--- src/rtl/serial_tx.sv ---
// serial_tx: parallel-to-serial frame transmitter.
// Frame = start bit (0), WIDTH data bits LSB first, stop bit (1); each bit is
// held for CLKS_PER_BIT clocks. Every output comes straight from a flop.
module serial_tx #(
    parameter int WIDTH        = 8,
    parameter int CLKS_PER_BIT = 4
) (
    input  logic             Clk,
    input  logic             Rst_n,
    input  logic [WIDTH-1:0] Din,
    input  logic             Load,
    output logic             Ready,
    output logic             Dout,
    output logic             Busy,
    output logic             Done
);

    localparam int TW = $clog2(CLKS_PER_BIT) + 1;
    localparam int IW = $clog2(WIDTH) + 1;
    localparam logic [TW-1:0] TMR_LAST = TW'(CLKS_PER_BIT - 1);
    localparam logic [IW-1:0] IDX_LAST = IW'(WIDTH - 1);

    typedef enum logic [1:0] {IDLE, START, DATA, STOP} state_t;

    state_t           state, state_nxt;
    logic [TW-1:0]    bit_tmr;
    logic [IW-1:0]    bit_idx;
    logic [WIDTH-1:0] shreg, shreg_nxt;
    logic             accept, bit_end, last_bit;
    logic             dout_nxt, ready_nxt, busy_nxt, done_nxt;

    // Ready is a flop that tracks IDLE, so the handshake has no comb path to outputs.
    assign accept   = Load & Ready;
    assign bit_end  = (bit_tmr == TMR_LAST);
    assign last_bit = (bit_idx == IDX_LAST);

    // State register.
    always_ff @(posedge Clk) begin
        if (!Rst_n) state <= IDLE;
        else        state <= state_nxt;
    end

    // Next-state logic: each non-idle state lasts whole bit periods.
    always_comb begin
        state_nxt = state;
        case (state)
            IDLE:    if (accept)              state_nxt = START;
            START:   if (bit_end)             state_nxt = DATA;
            DATA:    if (bit_end && last_bit) state_nxt = STOP;
            STOP:    if (bit_end)             state_nxt = IDLE;
            default:                          state_nxt = IDLE;
        endcase
    end

    // Next shift-register value: load on accept, shift once per finished data bit.
    always_comb begin
        shreg_nxt = shreg;
        if (state == IDLE && accept)      shreg_nxt = Din;
        else if (state == DATA && bit_end) shreg_nxt = shreg >> 1;
    end

    // Bit timer, bit index and shift register.
    always_ff @(posedge Clk) begin
        if (!Rst_n) begin
            bit_tmr <= '0;
            bit_idx <= '0;
            shreg   <= '0;
        end else begin
            if (state == IDLE || bit_end) bit_tmr <= '0;
            else                          bit_tmr <= bit_tmr + 1'b1;

            if (state != DATA) bit_idx <= '0;
            else if (bit_end)  bit_idx <= bit_idx + 1'b1;

            shreg <= shreg_nxt;
        end
    end

    // Output decode from the upcoming state, so the registered outputs line up with it.
    always_comb begin
        dout_nxt  = 1'b1;
        ready_nxt = 1'b0;
        busy_nxt  = 1'b1;
        done_nxt  = 1'b0;
        case (state_nxt)
            IDLE: begin
                ready_nxt = 1'b1;
                busy_nxt  = 1'b0;
                done_nxt  = (state == STOP);
            end
            START:   dout_nxt = 1'b0;
            DATA:    dout_nxt = shreg_nxt[0];
            STOP:    dout_nxt = 1'b1;
            default: dout_nxt = 1'b1;
        endcase
    end

    // Output register.
    always_ff @(posedge Clk) begin
        if (!Rst_n) begin
            Dout  <= 1'b1;
            Ready <= 1'b1;
            Busy  <= 1'b0;
            Done  <= 1'b0;
        end else begin
            Dout  <= dout_nxt;
            Ready <= ready_nxt;
            Busy  <= busy_nxt;
            Done  <= done_nxt;
        end
    end

endmodule

--- config.mk ---
export PLATFORM = sky130hd
export DESIGN_NAME = serial_tx
export DESIGN_NICKNAME = d
export VERILOG_FILES = /design/src/rtl/serial_tx.sv
export SDC_FILE = /design/constraint.sdc
export NUM_CORES = 1
export LEC_CHECK = 0
export ABC_CLOCK_PERIOD_IN_PS = 3600
export CAP_MARGIN = 10
export CELL_PAD_IN_SITES_DETAIL_PLACEMENT = 0
export CELL_PAD_IN_SITES_GLOBAL_PLACEMENT = 1
export CORE_UTILIZATION = 42
export CTS_BUF_LIST = sky130_fd_sc_hd__clkbuf_16
export DETAILED_ROUTE_END_ITERATION = 7
export PLACE_DENSITY_LB_ADDON = 0.15
export SYNTH_ARGS = -nofsm -noshare
export SYNTH_HDL_FRONTEND = slang
export SYNTH_SLANG_ARGS = --single-unit
--- constraint.sdc ---
create_clock -name Clk -period 3.6 [get_ports Clk]
set_input_delay 0.54 -clock Clk [delete_from_list [all_inputs] [get_ports Clk]]
set_output_delay 0.54 -clock Clk [all_outputs]
set_load 0.03 [all_outputs]
# After elaboration in Yosys (flattened, before gate mapping)
# Cells that the tools add are included.
[totals]
reg_bits = 21
inputBits = 11
output_inout_bits = 4
elab_cells = 41
[classes]
add_sub_neg = 2
eq_ne = 8
n_mux = 10
n_bitwise = 2
n_reduce_logical = 10
[ops]
columns = ["op", "n"]
rows = [
  ["$mux 8", 2],
  ["$mux 2", 4],
  ["$pmux 2 s4", 1],
  ["$eq 2x2->1 const B", 3],
  ["$add 4x1->4 const B", 1],
  ["$eq 2x1->1 const B", 2],
  ["$eq 4x3->1 const B", 1],
  ["$logic_not 2->1", 2],
  ["$reduce_or 2->1", 2],
  ["$add 3x1->3 const B", 1],
  ["$eq 3x2->1 const B", 1],
  ["$logic_and 1x1->1", 3],
  ["$mux 1", 2],
  ["$ne 2x2->1 const B", 1],
  ["$pmux 1 s2", 1],
  ["$reduce_and 2->1", 1],
  ["$reduce_bool 2->1", 1],
  ["$and 1x1->1", 1],
  ["$logic_or 1x1->1", 1],
  ["$not 1->1", 1],
]

# Logic depth before layout (Yosys ltp)
# Gate-level depths: netlist of the first run.
[logic_depth]
ltp_word = 6
depth_mapped = 7
mapped_depth_nobuf = 6

# Worst setup path before layout of the first run
# No wires, ideal clock.
[synth_path]
path_type = "register to register"
startpoint = "register bit_tmr[0]"
endpoint = "register Dout"
setup_time_ns = 0.122
t_arrival_ns = 1.405
required_ns = 3.478
slack_ns = 2.074
stages_incl_launch_ff = 8
path_buffers = 1
period_less_slack_ns = 1.526
cell_sequence = "dfxtp_1 -> ha_1 -> ha_1 -> buf_4 -> nand3b_4 -> mux2i_1 -> nor4b_2 -> o21ai_1"
[synth_via]
elab_chain_cells = 6
word_cells_on_any_way = 12
classes_between = "eq/ne (3); mux (7); reduce/logical (2)"
[synth_lines]
columns = ["element", "line", "text"]
rows = [
  ["start: declaration", "26", "logic [TW-1:0] bit_tmr;"],
  ["start signal: assignment", "70", "else bit_tmr <= bit_tmr + 1'b1;"],
  ["$eq 3x2->1 (*)", "34", "assign bit_end = (bit_tmr == TMR_LAST);"],
  ["$logic_and 1x1->1", "49", "DATA: if (bit_end && last_bit) state_nxt = STOP;"],
  ["$mux 2", "49", ""],
  ["$pmux 2 s4", "46", "case (state)"],
  ["$eq 2x2->1 / $eq 2x1->1 (equally long branches)", "85", "case (state_nxt)"],
  ["$pmux 1 s2 (*)", "85", ""],
  ["end signal: assignment", "106", "Dout <= dout_nxt;"],
  ["end: declaration", "13", "output logic Dout,"],
]
# Every way passes the cells marked *; elsewhere a longest branch is shown, timed or not. The select of a mux whose other input is x is not followed.
# A chain may end at the register's enable or synchronous reset.

# Final worst setup path of the first run
[layout_path]
startpoint = "register Ready"
endpoint = "output port Ready"
[layout_rtl]
columns = ["element", "line", "text"]
rows = [
  ["start: declaration", "12", "output logic Ready,"],
  ["start signal: assignment", "107", "Ready <= ready_nxt;"],
]
# No word-level cell between the ends.

==> results of run 1 <==
## synthesized netlist by cell type
| cell type | number |
|---|---|
| inv_2 | 1 |
| nand2_1 | 11 |
| a311oi_1 | 3 |
| nand3b_1 | 1 |
| xor2_1 | 3 |
| nor2_4 | 1 |
| o21ai_1 | 1 |
| a22oi_1 | 4 |
| or3_1 | 1 |
| o22ai_1 | 1 |
| and2_0 | 1 |
| xnor2_1 | 1 |
| and3b_1 | 1 |
| nor4b_2 | 1 |
| o21ai_0 | 1 |
| o221ai_2 | 1 |
| nand4bb_2 | 1 |
| inv_1 | 4 |
| buf_6 | 2 |
| nor2_1 | 15 |
| dfxtp_1 | 21 |
| a21oi_1 | 3 |
| a211oi_1 | 1 |
| nand4_1 | 1 |
| and3_2 | 1 |
| nand3_1 | 1 |
| ha_1 | 3 |
| buf_4 | 1 |
| and4bb_4 | 1 |
| mux2i_1 | 2 |
| nand3b_4 | 1 |
| and2_1 | 2 |
## per-layer routing
metal | wire length, um | up-vias | global-route usage | part of all wire
met5 | 0 | - | 0 | 0
met3 | 47 | 2 | 0.0283 | 0.032
li1 | - | 352 | - | -
met1 | 781 | 313 | 0.217 | 0.52
met2 | 647 | 11 | 0.221 | 0.43
met4 | 13 | 0 | 0.0588 | 0.0087
## final cells by class
class	instances	share of cell area
Tap cell	27	0.0299
Clock inverter	1	0.00332
Timing Repair Buffer	14	0.124
Multi-Input combinational cell	64	0.388
Clock buffer	3	0.0664
Inverter	5	0.0166
Sequential cell	21	0.372
## through the flow
step	hold slack (ps)	worst slack (ps)	area [um^2]
floorplan	399	2070	908
global placement	404	1770	1050
detailed placement	428	1750	1050
CTS	436	1770	1130
global route	460	1570	1130
finish	430	1780	1130
## logic make-up after synthesis
group                    after synthesis  synth area share
flip-flops                            21             0.463
buffers and inverters                  8            0.0537
AND/OR/NAND/NOR                       40             0.260
XOR/XNOR                               4            0.0386
adder cells (fa/ha/maj)                3            0.0413
multiplexers                           2            0.0220
AO/OA/AOI/OAI                         15             0.121
## state kept, by name, indices dropped and copies added, names as in the netlist
register,flops
Busy,1
Done,1
Dout,1
Ready,1
bit_idx,4
bit_tmr,3
shreg,8
state,2
## final timing paths
kind                    from          to  cells after the start
setup / recovery       Ready       Ready                      1
hold / removal    bit_tmr[0]  bit_tmr[0]                      1
hold reg to reg   bit_tmr[0]  bit_tmr[0]                      1
setup reg to reg  bit_tmr[0]    shreg[2]                      5
## report_power, final
| part | switching (W) | leakage (nW) | internal (W) |
|---|---|---|---|
| Sequential | 0.00000793 | 0.172 | 0.000247 |
| Combinational | 0.0000318 | 0.245 | 0.0000343 |
| Clock | 0.0000749 | 0.0423 | 0.000147 |
==> run metrics, run 1 <==
Tmin final between 1500 and 2000 ps; synthesized area per cell roughly 9.8 um^2; RSZ-0062 raised after global routing no; total track usage 0.150; Pwr Density roughly 480 nW/um^2; r2r setup slk approximately 1800 ps; ant diodes 0; root buf cell clkbuf_16; register area share after synthesis 0.463; Remaining DRCs 0; Critical Path End Type primary output; total gr overflow 0; Initial DRT Pass Iterations 4; area leader, netlist dfxtp_1; postcts setup bufs 0; Multi-input gate area approximately 440 um^2; setup TNS 0 ps; Post-Synthesis Cell Area ~900 um^2; Non-Filler Instances about 140; Max-slew headroom 0.687; 1st-iter DRT viols 2; clock transition at the registers of the reported paths 50 ps; fin nets 123; Final Cycle Share 0.504; Post-Route Utilization 0.565; status finished, final reports clean; top cells by area, synth dfxtp_1, nor2_1, nand2_1; clk sinks 21; CTS Hold Buffers Added 0; Post-Syn Nets around 110; clk buf depth 2; Synth Instances just over 90; clk_skew between 1 and 1.5 ps; gpl congestion around 0.72; Die Wd just under 50 um; VDD IR max 364 uV; Core Region roughly 2000 um^2; first-pass GRT wire length between 2000 and 3000 um; final hold vios 0; drt wl/cell ~11 um; Synth cell types 32; area grow syn2layout 24.5%; worst skew pair latency roughly 240 ps; pin count of the biggest net entering global routing 12; CP cell instances clkdlybuf4s50_1; Port Buffer Count 14; IO Pins 15; initial antenna violation count 0; Tightest Pin Transition ~470 ps; detailed-route wire length 1490 um; Design Power 0.000543 W; Fillers approximately 200; clock tree from TritonCTS built; Final HPWL DP between 1000 and 1500 um; CTS Buf Count 3; CP Buf/Inv Count 1; die area 2350 um^2; via count around 680; most frequent cells in the layout dfxtp_1, nor2_1, clkdlybuf4s50_1; Pins Over Slew Limit 0; Crit-path slowest cell clkdlybuf4s50_1; Ys Warns 0; Critical Path RT approximately 3100 ps; Worst path max stage delay approximately 680 ps; Startpoint Class register; vias in the first global route 635; commonest non-fill, non-tap cell in the layout dfxtp_1; max_cap viols 0; FMAX 0.551 GHz; top-area cell type share of the netlist area 0.463; CP Max Fanout 3; Starting Density 0.454; leak pwr around 0.46 nW; DR vias/cell between 5 and 6; site row count 16; Worst path top cell family by delay buffers and inverters; CP arrival about 1300 ps; share of layout cells above drive strength 1 0.102; synthesis-stage register bit count 21; H-tree levels 1; Die Height between 40 and 50 um; Detail Route Antenna Nets 0; post-placement cell count between 100 and 150; flip-flop and latch area ~420 um^2; Crit Path Category reg2out; hold crit path type reg2reg; Final setup viols 0; post-CTS resize count 0
Power figures use the tool's default switching activity.
==> inputs of run 2 (changes only) <==
--- a/config.mk
+++ b/config.mk
@@ -5,11 +5,11 @@
 export SDC_FILE = /design/constraint.sdc
 export NUM_CORES = 1
 export LEC_CHECK = 0
-export ABC_CLOCK_PERIOD_IN_PS = 3600
+export ABC_CLOCK_PERIOD_IN_PS = 1650
 export CAP_MARGIN = 10
 export CELL_PAD_IN_SITES_DETAIL_PLACEMENT = 0
 export CELL_PAD_IN_SITES_GLOBAL_PLACEMENT = 1
-export CORE_UTILIZATION = 42
+export CORE_UTILIZATION = 35
 export CTS_BUF_LIST = sky130_fd_sc_hd__clkbuf_16
 export DETAILED_ROUTE_END_ITERATION = 7
 export PLACE_DENSITY_LB_ADDON = 0.15
==> constraint.sdc (replaced) <==
create_clock -name Clk -period 1.65 [get_ports Clk]
set_input_delay 0.2475 -clock Clk [delete_from_list [all_inputs] [get_ports Clk]]
set_output_delay 0.2475 -clock Clk [all_outputs]
set_load 0.03 [all_outputs]
==> run 2 against run 1 <==
Net effect: cell area increased by 6.1%; cell count increased by 5.9%; clock power increased by 130%; die area increased by 19%; sequential power increased by 120%; core utilization decreased by 7.6 points; flip-flop and latch count unchanged; worst setup slack got worse by 1700 ps; via count increased by 2.4%; wire length increased by 13%; sequential share of layout area decreased by 2.1 points; register-to-register slack got worse by 1700 ps; critical path type unchanged; highest routed layer is now met3.
==> run metrics, run 2 (synthesis gave the netlist of run 1 again) <==
DR vias/cell 4.85 (-3.4%); total gr overflow 0 (unchanged); total track usage 0.141 (-0.00916); grt peak-use layer met2; share of layout cells above drive strength 1 0.177 (+0.0751); Fillers 238 (+18%); drt wl/cell 11.7 um (+6.3%); Critical Path RT 1400 ps (-1660 ps); Critical Path End Type primary output; Initial DRT Pass Iterations 4 (unchanged); IO Pins 15 (unchanged); Final Cycle Share 0.944; Non-Filler Instances 143 (+5.9%); Crit-path slowest cell clkdlybuf4s50_1; Tightest Pin Transition 323 ps (-146 ps); Worst path max stage delay 680 ps (about the same); Tmin final between 1500 and 2000 ps; final hold vios 0 (unchanged); Starting Density 0.370 (-0.0837); root buf cell clkbuf_16; RSZ-0062 raised after global routing no; site row count 18 (+2); max reg flops 8 (unchanged); commonest non-fill, non-tap cell in the layout dfxtp_1; max_cap viols 0 (unchanged); met1 usage 0.199 (-0.0180); Crit Path Category reg2out; Die Wd 52.9 um (+9.2%); clk buf depth 2 (unchanged); pin count of the biggest net entering global routing 13 (+1); worst skew pair latency 250 ps (about the same); VDD IR max 761 uV (+110%); Final HPWL DP 1240 um (+9.9%); clk sinks 21 (unchanged); vias in the first global route 621 (-2.2%); Port Buffer Count 14 (unchanged); initial antenna violation count 0 (unchanged); Max-slew headroom 0.784 (+0.0965); via count 694 (+2.4%); post-placement cell count 138 (+5.3%); CP cell instances clkdlybuf4s50_1; Pins Over Slew Limit 0 (unchanged); status finished, final reports clean; flip-flop and latch area 420 um^2 (unchanged); Pwr Density 1030 nW/um^2 (+110%); fin nets 128 (+4.1%); biggest regs shreg: 8 flops, bit_idx: 4 flops, bit_tmr: 3 flops; most frequent cells in the layout dfxtp_1, nor2_1, clkdlybuf4s50_1; Core Region 2450 um^2 (+23%); area grow syn2layout 32.1%; Remaining DRCs 0 (unchanged); CP Buf/Inv Count 1 (unchanged); gpl congestion 0.741 (+2.4%); CTS Buf Count 3 (unchanged); Multi-input gate area 465 um^2 (+6.0%); Detail Route Antenna Nets 0 (unchanged); hold crit path type reg2reg; clock tree from TritonCTS built; leak pwr 0.483 nW (+5.1%); Worst path top cell family by delay buffers and inverters; Die Height 52.9 um (+9.2%); met3 Track Usage GR 0.0259 (-0.00244); setup TNS 0 ps (unchanged); clock transition at the registers of the reported paths 60 ps (about the same); H-tree levels 1 (unchanged); first-pass GRT wire length 2860 um (+4.8%); Final setup viols 0 (unchanged); 1st-iter DRT viols 4 (+2); Post-Route Utilization 0.489 (-0.0762); met2 usage 0.207 (-0.0139); FMAX around 0.64 GHz; CP Max Fanout 3 (unchanged); clk_skew 4.78 ps (+3.32 ps); Most flops, register shreg; Startpoint Class register; ant diodes 0 (unchanged); detailed-route wire length 1680 um (+13%); die area 2800 um^2 (+19%); CP arrival 1310 ps (+30 ps)
==> run 2: area by class of cell <==
type                            count  share of cell area
Clock inverter                      1             0.00417
Inverter                            5              0.0156
Clock buffer                        3              0.0626
Timing Repair Buffer               19               0.148
Sequential cell                    21               0.350
Multi-Input combinational cell     64               0.388
Tap cell                           30              0.0313
==> run 2: power by group <==
part | internal (W) | switching (W)
Clock | 0.000325 | 0.000188
Combinational | 0.0000865 | 0.0000756
Sequential | 0.000538 | 0.0000180
Total | 0.000950 | 0.000282
==> run 2: final timing paths <==
check | startpoint | end | slack [ps] | cells past startpoint
worst max-delay path | Ready | Ready | 90 | 1
worst min-delay path | bit_tmr[0] | bit_tmr[0] | 420 | 1
worst max register to register | bit_tmr[0] | Dout | 120 | 6
worst min register to register | bit_tmr[0] | bit_tmr[0] | 420 | 1
==> run 2: through the flow <==
stage	power [W]	cell area [um^2]	hold WS (ps)	worst slack (ps)
2_1_floorplan	0.000659	908	327	124
3_3_place_gp	0.000720	1090	407	43.5
3_5_place_dp	0.000722	1090	426	10.9
4_1_cts	0.00124	1170	434	3.60
5_1_grt	0.00129	1200	440	29.2
6_report	0.00123	1200	424	92.2
==> run 2: what timing repair did <==
item,CTS,global route
buffers inserted,0,1
resized for setup,0,5
hold buffers,0,0
setup endpoints to repair,0,10
==> run 2: per-layer routing <==
| layer | wire length [um] | vias to the layer above | share of wire |
|---|---|---|---|
| met1 | 879 | 320 | 0.52 |
| met4 | 0 | 0 | 0 |
| li1 | - | 361 | - |
| met5 | 0 | - | 0 |
| met3 | 55 | 0 | 0.033 |
| met2 | 745 | 13 | 0.44 |
==> inputs of run 3 (changes only) <==
--- a/config.mk
+++ b/config.mk
@@ -12,6 +12,7 @@
 export CORE_UTILIZATION = 35
 export CTS_BUF_LIST = sky130_fd_sc_hd__clkbuf_16
 export DETAILED_ROUTE_END_ITERATION = 7
+export GPL_TIMING_DRIVEN = 0
 export PLACE_DENSITY_LB_ADDON = 0.15
 export SYNTH_ARGS = -nofsm -noshare
 export SYNTH_HDL_FRONTEND = slang
==> run 3 against run 2 <==
Net effect: power is essentially flat; clock-buffer cell count is the same; sequential share of layout area shrank 1.5 points; sequential power is essentially flat; largest cell class unchanged; die area is the same; combinational power up 3%; cell area increased by 4.9%; cell count rose by 2.1%; non-clock buffer count up 3.
==> run metrics, run 3 (synthesis gave the netlist of run 1 again) <==
Final Cycle Share 0.949 (+0.00509); Remaining DRCs 0 (unchanged); Initial DRT Pass Iterations 4 (unchanged); area grow syn2layout 38.6%; vias in the first global route 664 (+6.9%); fin nets 131 (+2.3%); clock transition at the registers of the reported paths 60 ps (about the same); pin count of the biggest net entering global routing 13 (unchanged); setup TNS 0 ps (unchanged); post-route cell area 1260 um^2 (+4.9%); Max-slew headroom 0.760 (-0.0240); PnR worst setup slack 83.8 ps (-8.40 ps); leak pwr 0.504 nW (+4.3%); Pins Over Slew Limit 0 (unchanged); Most flops, register shreg; Die Height 52.9 um (unchanged); flip-flop and latch area 422 um^2 (+0.30%); Tmin final 1570 ps (+8.40 ps); Crit Path Category reg2reg; r2r startpoint bit_tmr[0]; Design Power 0.00123 W (about the same); clk sinks 21 (unchanged); Startpoint Class register; Critical Path End Type register; clk buf depth 2 (unchanged); via count 726 (+4.6%); Pwr Density 977 nW/um^2 (-4.8%); total gr overflow 0 (unchanged); Multi-input gate area 485 um^2 (+4.3%); clk_skew 1.43 ps (-3.35 ps); initial antenna violation count 0 (unchanged); total track usage 0.140 (-0.000675); Detail Route Antenna Nets 0 (unchanged); worst setup path endpoint Dout; 1st-iter DRT viols 13 (+9); Post-Route Utilization 0.513 (+0.0240); Final setup viols 0 (unchanged); Critical Path RT 1780 ps (+380 ps); final hold vios 0 (unchanged); Tightest Pin Transition 360 ps (+36.5 ps); hold crit path type reg2reg; max_cap viols 0 (unchanged); CTS Hold Buffers Added 0 (unchanged); Starting Density 0.370 (unchanged); IO Pins 15 (unchanged); commonest non-fill, non-tap cell in the layout dfxtp_1; Post-Place Cell Area 1090 um^2 (unchanged); status finished, final reports clean; R2R depth 7 (+1); Core Region 2450 um^2 (unchanged); max reg flops 8 (unchanged); ant diodes 0 (unchanged); VDD IR max 598 uV (-21%); worst reg2reg endpoint Dout; gpl congestion 0.729 (-1.6%); Setup crit start bit_tmr[0]; first-pass GRT wire length 2830 um (-0.95%); CP Max Fanout 6 (+3); biggest regs shreg: 8 flops, bit_idx: 4 flops, bit_tmr: 3 flops; Final HPWL DP 1190 um (-3.9%); r2r setup slk 80 ps (-40 ps); Fillers 240 (+0.84%); clock tree from TritonCTS built; worst skew pair latency 250 ps (about the same); detailed-route wire length 1710 um (+1.7%); site row count 18 (unchanged); H-tree levels 1 (unchanged); die area 2800 um^2 (unchanged); Post-Place Setup Slack -13.4 ps (-24.3 ps); Die Wd 52.9 um (unchanged); FMAX 0.638 GHz (-0.54%); CTS Buf Count 3 (unchanged); share of layout cells above drive strength 1 0.216 (+0.0385); most frequent cells in the layout dfxtp_1, nor2_1, clkdlybuf4s50_1; CP arrival 1690 ps (+380 ps); DR vias/cell 4.97 (+2.5%); Port Buffer Count 14 (unchanged); drt wl/cell 11.7 um (-0.36%); root buf cell clkbuf_16
## run 3: cell count changes in the layout (fill, tap and decap cells not counted), sizes merged
cell,before,now
buf,5,8
## run 3: critical path, cell delays in order (launching register included)
cell and delay, ps:
dfxtp_2 320, ha_2 190, ha_4 160, buf_6 120, nand3b_4 100, mux2i_2 240
nor4b_4 210, o21ai_1 100
## run 3: routing by layer
layer  global-route usage  wire length (um)  up-vias
met5                    0                 0        -
li1                     -                 -      368
met4               0.0746                29        0
met2                0.211               738       16
met1                0.176               836      337
met3               0.0460               104        5
## run 3: repair_timing
action	4_1_cts	5_1_grt
setup buffers	3	2
endpoints found under the setup margin	1	1
gates resized for setup	0	11
pin swaps	0	2
## run 3: power breakdown
part	leakage (nW)	internal, W	switching, W
Sequential	0.172	0.000538	0.0000181
Clock	0.0409	0.000325	0.000181
Combinational	0.291	0.0000892	0.0000783
## run 3: through the flow
stage | hold slack, ps | std cells
2_1_floorplan | 327 | 93
5_1_grt | 412 | 146
3_3_place_gp | 407 | 137
6_report | 403 | 146
3_5_place_dp | 411 | 137
4_1_cts | 419 | 144
## run 3: area by class of cell
| cell class | count | share of cell area |
|---|---|---|
| Buffer | 3 | 0.0268 |
| Sequential cell | 21 | 0.335 |
| Tap cell | 30 | 0.0298 |
| Multi-Input combinational cell | 64 | 0.386 |
| Inverter | 5 | 0.0149 |
| Timing Repair Buffer | 19 | 0.144 |
| Clock inverter | 1 | 0.00398 |
| Clock buffer | 3 | 0.0596 |
## run 3: worst min path at each step
stage                 end  depth (start not counted)        from  slack (ps)
2_1_floorplan        Dout                          1       Rst_n         330
3_3_place_gp   bit_tmr[0]                          1  bit_tmr[0]         410
3_5_place_dp   bit_tmr[0]                          1  bit_tmr[0]         410
4_1_cts        bit_tmr[0]                          1  bit_tmr[0]         420
5_1_grt        bit_tmr[0]                          1  bit_tmr[0]         410
6_report       bit_tmr[0]                          1  bit_tmr[0]         400
